<file path="config.mk">
export PLATFORM = sky130hd
export DESIGN_NAME = hamming_corrector
export DESIGN_NICKNAME = d
export VERILOG_FILES = /design/src/rtl/hamming_corrector.sv
export SDC_FILE = /design/constraint.sdc
export NUM_CORES = 1
export LEC_CHECK = 0
export ABC_AREA = 1
export CAP_MARGIN = 20
export CORE_AREA = 4 4 54 56
export DETAILED_ROUTE_END_ITERATION = 10
export DIE_AREA = 0 0 58 60
export SLEW_MARGIN = 5
export SYNTH_ARGS = -nofsm -noshare
export SYNTH_HDL_FRONTEND = slang
export SYNTH_SLANG_ARGS = --single-unit
</file>
<file path="constraint.sdc">
create_clock -name clk -period 1.3 [get_ports clk]
set_input_delay 0.325 -clock clk [delete_from_list [all_inputs] [get_ports clk]]
set_output_delay 0.325 -clock clk [all_outputs]
set_load 0.01 [all_outputs]
</file>
<file path="src/rtl/hamming_corrector.sv">
// Hamming(7,4) receive-side corrector: syndrome, single-bit fix, 2-stage valid/ready pipeline.
// Optional saturating corrected-word counter enabled by defining HAMMING_ERR_COUNT_EN.
module hamming_corrector #(
  parameter int CNT_W = 16
) (
  input  logic             clk,
  input  logic             rst_n,
  input  logic             in_valid,
  output logic             in_ready,
  input  logic [6:0]       code_in,
  output logic             out_valid,
  input  logic             out_ready,
  output logic [3:0]       data_out,
  output logic [2:0]       syndrome,
  output logic             corrected
`ifdef HAMMING_ERR_COUNT_EN
  ,
  input  logic             cnt_clr,
  output logic [CNT_W-1:0] err_count
`endif
);

  logic       s1_valid_q, s1_valid_d;
  logic [6:0] s1_code_q, s1_code_d;
  logic [2:0] s1_syn_q, s1_syn_d;
  logic       s2_valid_q, s2_valid_d;
  logic [3:0] data_q, data_d;
  logic [2:0] syn_q, syn_d;
  logic       corr_q, corr_d;

  logic       s2_adv, s1_adv;
  logic [2:0] in_syn;
  logic [6:0] flip_mask;
  logic [6:0] fixed_code;

  always_comb begin
    s2_adv   = !s2_valid_q || out_ready;
    s1_adv   = !s1_valid_q || s2_adv;
    in_ready = s1_adv;

    in_syn[0] = code_in[0] ^ code_in[2] ^ code_in[4] ^ code_in[6];
    in_syn[1] = code_in[1] ^ code_in[2] ^ code_in[5] ^ code_in[6];
    in_syn[2] = code_in[3] ^ code_in[4] ^ code_in[5] ^ code_in[6];

    // Syndrome S points at Hamming position S, i.e. bit S-1; S=0 yields an empty mask.
    flip_mask = '0;
    for (int i = 0; i < 7; i++) begin
      flip_mask[i] = (s1_syn_q == 3'(i + 1));
    end
    fixed_code = s1_code_q ^ flip_mask;

    s1_valid_d = s1_valid_q;
    s1_code_d  = s1_code_q;
    s1_syn_d   = s1_syn_q;
    s2_valid_d = s2_valid_q;
    data_d     = data_q;
    syn_d      = syn_q;
    corr_d     = corr_q;

    if (s1_adv) begin
      s1_valid_d = in_valid;
      if (in_valid) begin
        s1_code_d = code_in;
        s1_syn_d  = in_syn;
      end
    end

    if (s2_adv) begin
      s2_valid_d = s1_valid_q;
      if (s1_valid_q) begin
        data_d = {fixed_code[6], fixed_code[5], fixed_code[4], fixed_code[2]};
        syn_d  = s1_syn_q;
        corr_d = |s1_syn_q;
      end
    end
  end

  always_ff @(posedge clk or negedge rst_n) begin
    if (!rst_n) begin
      s1_valid_q <= 1'b0;
      s1_code_q  <= '0;
      s1_syn_q   <= '0;
      s2_valid_q <= 1'b0;
      data_q     <= '0;
      syn_q      <= '0;
      corr_q     <= 1'b0;
    end else begin
      s1_valid_q <= s1_valid_d;
      s1_code_q  <= s1_code_d;
      s1_syn_q   <= s1_syn_d;
      s2_valid_q <= s2_valid_d;
      data_q     <= data_d;
      syn_q      <= syn_d;
      corr_q     <= corr_d;
    end
  end

  assign out_valid = s2_valid_q;
  assign data_out  = data_q;
  assign syndrome  = syn_q;
  assign corrected = corr_q;

`ifdef HAMMING_ERR_COUNT_EN
  logic [CNT_W-1:0] cnt_q, cnt_d;

  // Counts on the S1->S2 transfer; clear wins over a coincident increment.
  always_comb begin
    cnt_d = cnt_q;
    if (cnt_clr) begin
      cnt_d = '0;
    end else if (s2_adv && s1_valid_q && (|s1_syn_q) && (cnt_q != {CNT_W{1'b1}})) begin
      cnt_d = cnt_q + 1'b1;
    end
  end

  always_ff @(posedge clk or negedge rst_n) begin
    if (!rst_n) begin
      cnt_q <= '0;
    end else begin
      cnt_q <= cnt_d;
    end
  end

  assign err_count = cnt_q;
`endif

endmodule

</file>
Word level (Yosys, flattened, before mapping)
Cells that the tools add are included.
W data, S select, Z words.
{"block": "totals", "register_bits": 20, "latch_bits": 0, "mem_bits_rw": 0, "mem_bits_ro": 0, "in_bits": 11, "output_inout_bits": 10, "elab_cells": 31, "n_memories": 0}
{"block": "classes", "add_sub_neg": 0, "multipliers": 0, "div_mod_pow": 0, "order_cmp": 0, "eq_ne": 7, "shifts": 0, "muxes": 0, "bitwise_logic": 10, "reduce_logical": 7}
{"operator": "$eq A3 B3 Y1 const B", "n": 4}
{"operator": "$xor A1 B1 Y1", "n": 9}
{"operator": "$xor A7 B7 Y7", "n": 1}
{"operator": "$eq A3 B2 Y1 const B", "n": 2}
{"operator": "$reduce_and A2 Y1", "n": 2}
{"operator": "$eq A3 B1 Y1 const B", "n": 1}
{"operator": "$reduce_or A3 Y1", "n": 1}
{"operator": "$logic_not A1 Y1", "n": 2}
{"operator": "$logic_or A1 B1 Y1", "n": 2}

Depth between registers and ports, before layout
{"block": "logic_depth", "word_depth": 4, "mapped_depth": 6, "mapped_depth_nobuf": 6}

Least setup slack after synthesis
OpenSTA, ideal clock, no wires.
{"block": "synth_path", "kind": "reg2reg", "start": "register s2_valid_q (netlist: out_valid)", "end": "register s1_code_q[4]", "setup_time_ps": 127, "arrival_time_ps": 856, "required_ps": 1173, "path_slack_ps": 316, "stages_incl_launch_ff": 6, "n_path_buf": 1, "synth_period_minus_slack_ps": 984, "cell_sequence": "dfrtp_1 nand3_2 nand2_4 buf_8 nand2_1 o21ai_0"}
{"block": "synth_via", "elab_chain_len": 4}
{"item": "start, declared", "line": "26", "text": "logic s2_valid_q, s2_valid_d;"}
{"item": "start signal, assigned", "line": "91", "text": "s2_valid_q <= s2_valid_d;"}
{"item": "$logic_not A1 Y1", "line": "37", "text": "s2_adv = !s2_valid_q || out_ready;"}
{"item": "$logic_or A1 B1 Y1", "line": "37"}
{"item": "$logic_or A1 B1 Y1", "line": "38", "text": "s1_adv = !s1_valid_q || s2_adv;"}
{"item": "net in_ready", "line": "9", "text": "output logic in_ready,"}
{"item": "$reduce_and A2 Y1 (no line)"}
{"item": "end signal, assigned", "line": "89", "text": "s1_code_q <= s1_code_d;"}
{"item": "end, declared", "line": "24", "text": "logic [6:0] s1_code_q, s1_code_d;"}
The timed path passes the listed nets, and every way through them passes these cells.
A chain may end at the register's enable or synchronous reset.

Worst setup path after layout
{"block": "layout_path", "start": "register data_q[0] (netlist: data_out[0])", "end": "output port data_out[0]"}
{"item": "start, declared", "line": "27", "text": "logic [3:0] data_q, data_d;"}
{"item": "start signal, assigned", "line": "92", "text": "data_q <= data_d;"}
{"item": "end, declared", "line": "13", "text": "output logic [3:0] data_out,"}
No word-level cell between the ends.

==> out/results.ini <==
[logic_synthesis]
synth_top_area_frac = 0.452
synth_nets = 143
synth_edf_count = 0
syn_avg_cell_area_um2 = 7.13
synthMuxAreaShare = 0
synthArstFlopShare = 1.00
synth_common_cells = nand2_1 (61), dfrtp_1 (17), inv_1 (15)
synthFlopType = dfrtp_1
synth-seq-cells = 17
yosys.area_share.simple = 0.366
yosysUniqueCellTypes = 17
synth-seq-area-share = 0.452
yosysWarningCount = 0
synth_xor_area_frac = 0
synthAdderAreaFrac = 0
syn_inst = 132
syn_area_um2 = 941
synth_compound_area_frac = 0.0745
synth_area_leaders = dfrtp_1 (45%), nand2_1 (24%), inv_1 (6.0%), nand3_1 (3.7%), o21bai_1 (3.2%)
synth_top_family_by_area = simple AND/OR/NAND/NOR gates
synth.most_common_cell = nand2_1
yosysTopAreaCell = dfrtp_1

[critical_path]
path_cells = clkdlybuf4s15_1
critical_path.top_delay_family = flip-flops
critPathMaxStageDelay_ps = 390
start_kind = register
cp-startpoint = data_out[0]
cpMaxStageDelayCell = dfrtp_1
required_ps = 980
critical_path_class = register to output pin
crit_arrival_ps = 910
reg2reg_depth = 6
cp_num_buf_inv = 1
end_kind = output pin
reg2reg_from = out_valid
cp.depth = 1
cp_max_fo = 2

[power_and_ir_drop]
power.static_leakage_nw = 0.669
ir_drop_mv = 0.542
power_density_nw_per_um2 = 1300
power_w = 0.00160

[place]
portBuffers = 20
gp_congestion = 0.709
hpwl_mm = 1.36
placed_cells = 183

[floorplan]
die_area_um2 = 3480
core_area_um2 = 2430
die_x_um = 58
num_rows = 18
start_util = 0.387
die_y_um = 60
io_pins = 21

[layout]
drive_gt1_frac = 0.113
area_growth_pct = 30.9
antennaDiodeCount = 0
n_fill_cell = 253
fin_util = 0.506
final_cells = 189
final_nets = 171

[routing]
viasPerCell = 4.50
vias = 851
first_pass_iters = 4
wl_per_cell_um = 9.11
ant_nets = 0
drt_iter0_drc = 11
drcViolationCount = 0
drt_wl_total_mm = 1.72

[clock_tree]
clock_latency_ps = 290
cts.sinks = 17
cts_buffer_depth = 2
h-tree-depth = 1
cts_tree = yes
cts_made_buffers = 3
path_clk_slew_ps = 90
root_buffer = clkbuf_4

[outcome]
status = finished, final reports clean

[job]
drv_cap = 0

[sta]
rsz0062_at_grt = false
finClkSkew_ps = 0.743
hold_viol = 0
fmax_mhz = 809
period_share = 0.951
report.final.setup_viol = 0
slew_headroom = 0.819
tightest_slew_ps = 272
period_needed_ps = 1240
final_max_slew_viol_count = 0

[grt]
grt_max_degree = 18
antenna_found_initial = 0
grt-ovfl-total = 0
grtUsageTotal = 0.118
grt_pass1_vias = 776
grt_pass1_wl_mm = 3.13

[worst_hold_path]
hold_path.class = primary input to asynchronous set/reset pin

[where the power goes]
part	total [W]	switching (W)	leakage (nW)	internal [W]
Combinational	0.000567	0.000269	0.448	0.000298
Sequential	0.000760	0.000102	0.206	0.000658
Clock	0.000275	0.000156	0.0150	0.000120
[cells in the final DEF, fill, tap and decap left out, types with 2 or more instances in the layout]
| cell type | instances |
|---|---|
| clkbuf_4 | 3 |
| buf_4 | 7 |
| nand4_1 | 4 |
| nand2_1 | 61 |
| nand3_1 | 7 |
| dfrtp_1 | 17 |
| inv_1 | 14 |
| o21bai_1 | 4 |
| o21ai_1 | 3 |
| o21ai_0 | 5 |
| clkdlybuf4s50_1 | 9 |
| clkdlybuf4s15_1 | 8 |
| inv_2 | 2 |
| nor2_1 | 6 |
[state kept, by name, summed over array words and instances (netlist names)]
name / cells
corrected: 1
out_valid: 1
s1_code_q: 4
s1_syn_q: 3
data_out: 4
s1_valid_q: 1
syndrome: 3
[per-stage QoR]
| stage | setup TNS, ps | worst slack (ps) | hold WS (ps) | cell area [um^2] |
|---|---|---|---|---|
| final | 0 | 63.3 | 347 | 1230 |
| after global placement | -2080 | -450 | 463 | 1190 |
| after CTS | 0 | 6.75 | 346 | 1210 |
| after floorplan | 0 | 316 | 29.4 | 941 |
| after global routing | 0 | 8.58 | 356 | 1230 |
| after detailed placement | -2240 | -462 | 465 | 1190 |
[timing repair]
| item | in CTS | in global routing |
|---|---|---|
| buffers inserted | 0 | 2 |
| setup endpoints to repair | 10 | 7 |
| gates resized for setup | 19 | 7 |
| hold buffers | 0 | 0 |
[final timing paths]
kind | slack, ps | end
max in group asynchronous | 770 | out_valid
max reg2reg | 220 | s1_syn_q[2]
min | 350 | syndrome[0]
min reg2reg | 480 | data_out[2]
max | 60 | data_out[0]
min in group clk | 460 | out_valid
[logic make-up after synthesis]
logic type             after synthesis
and+or+nand+nor                     82
DFF                                 17
AOI/OAI and AO/OA                   12
buffers and inverters               21
[layer usage]
layer  global-route usage  vias up  share of wire  wire length [um]
li1                     -      462              -                 -
met1                0.136      364           0.44               763
met4               0.0993        0          0.038                65
met3               0.0151        5          0.056                96
met2                0.195       20           0.46               794
met5                    0        -              0                 0
[area by class of cell]
class	instances	area (um^2)	area share
clock buffer	4	26.3	0.0213
inverter	16	60.1	0.0488
multi-input combinational	94	414	0.336
sequential	17	425	0.346
tap	30	37.5	0.0305
timing repair buffer	28	268	0.217
(Power assumes the default switching activity.)
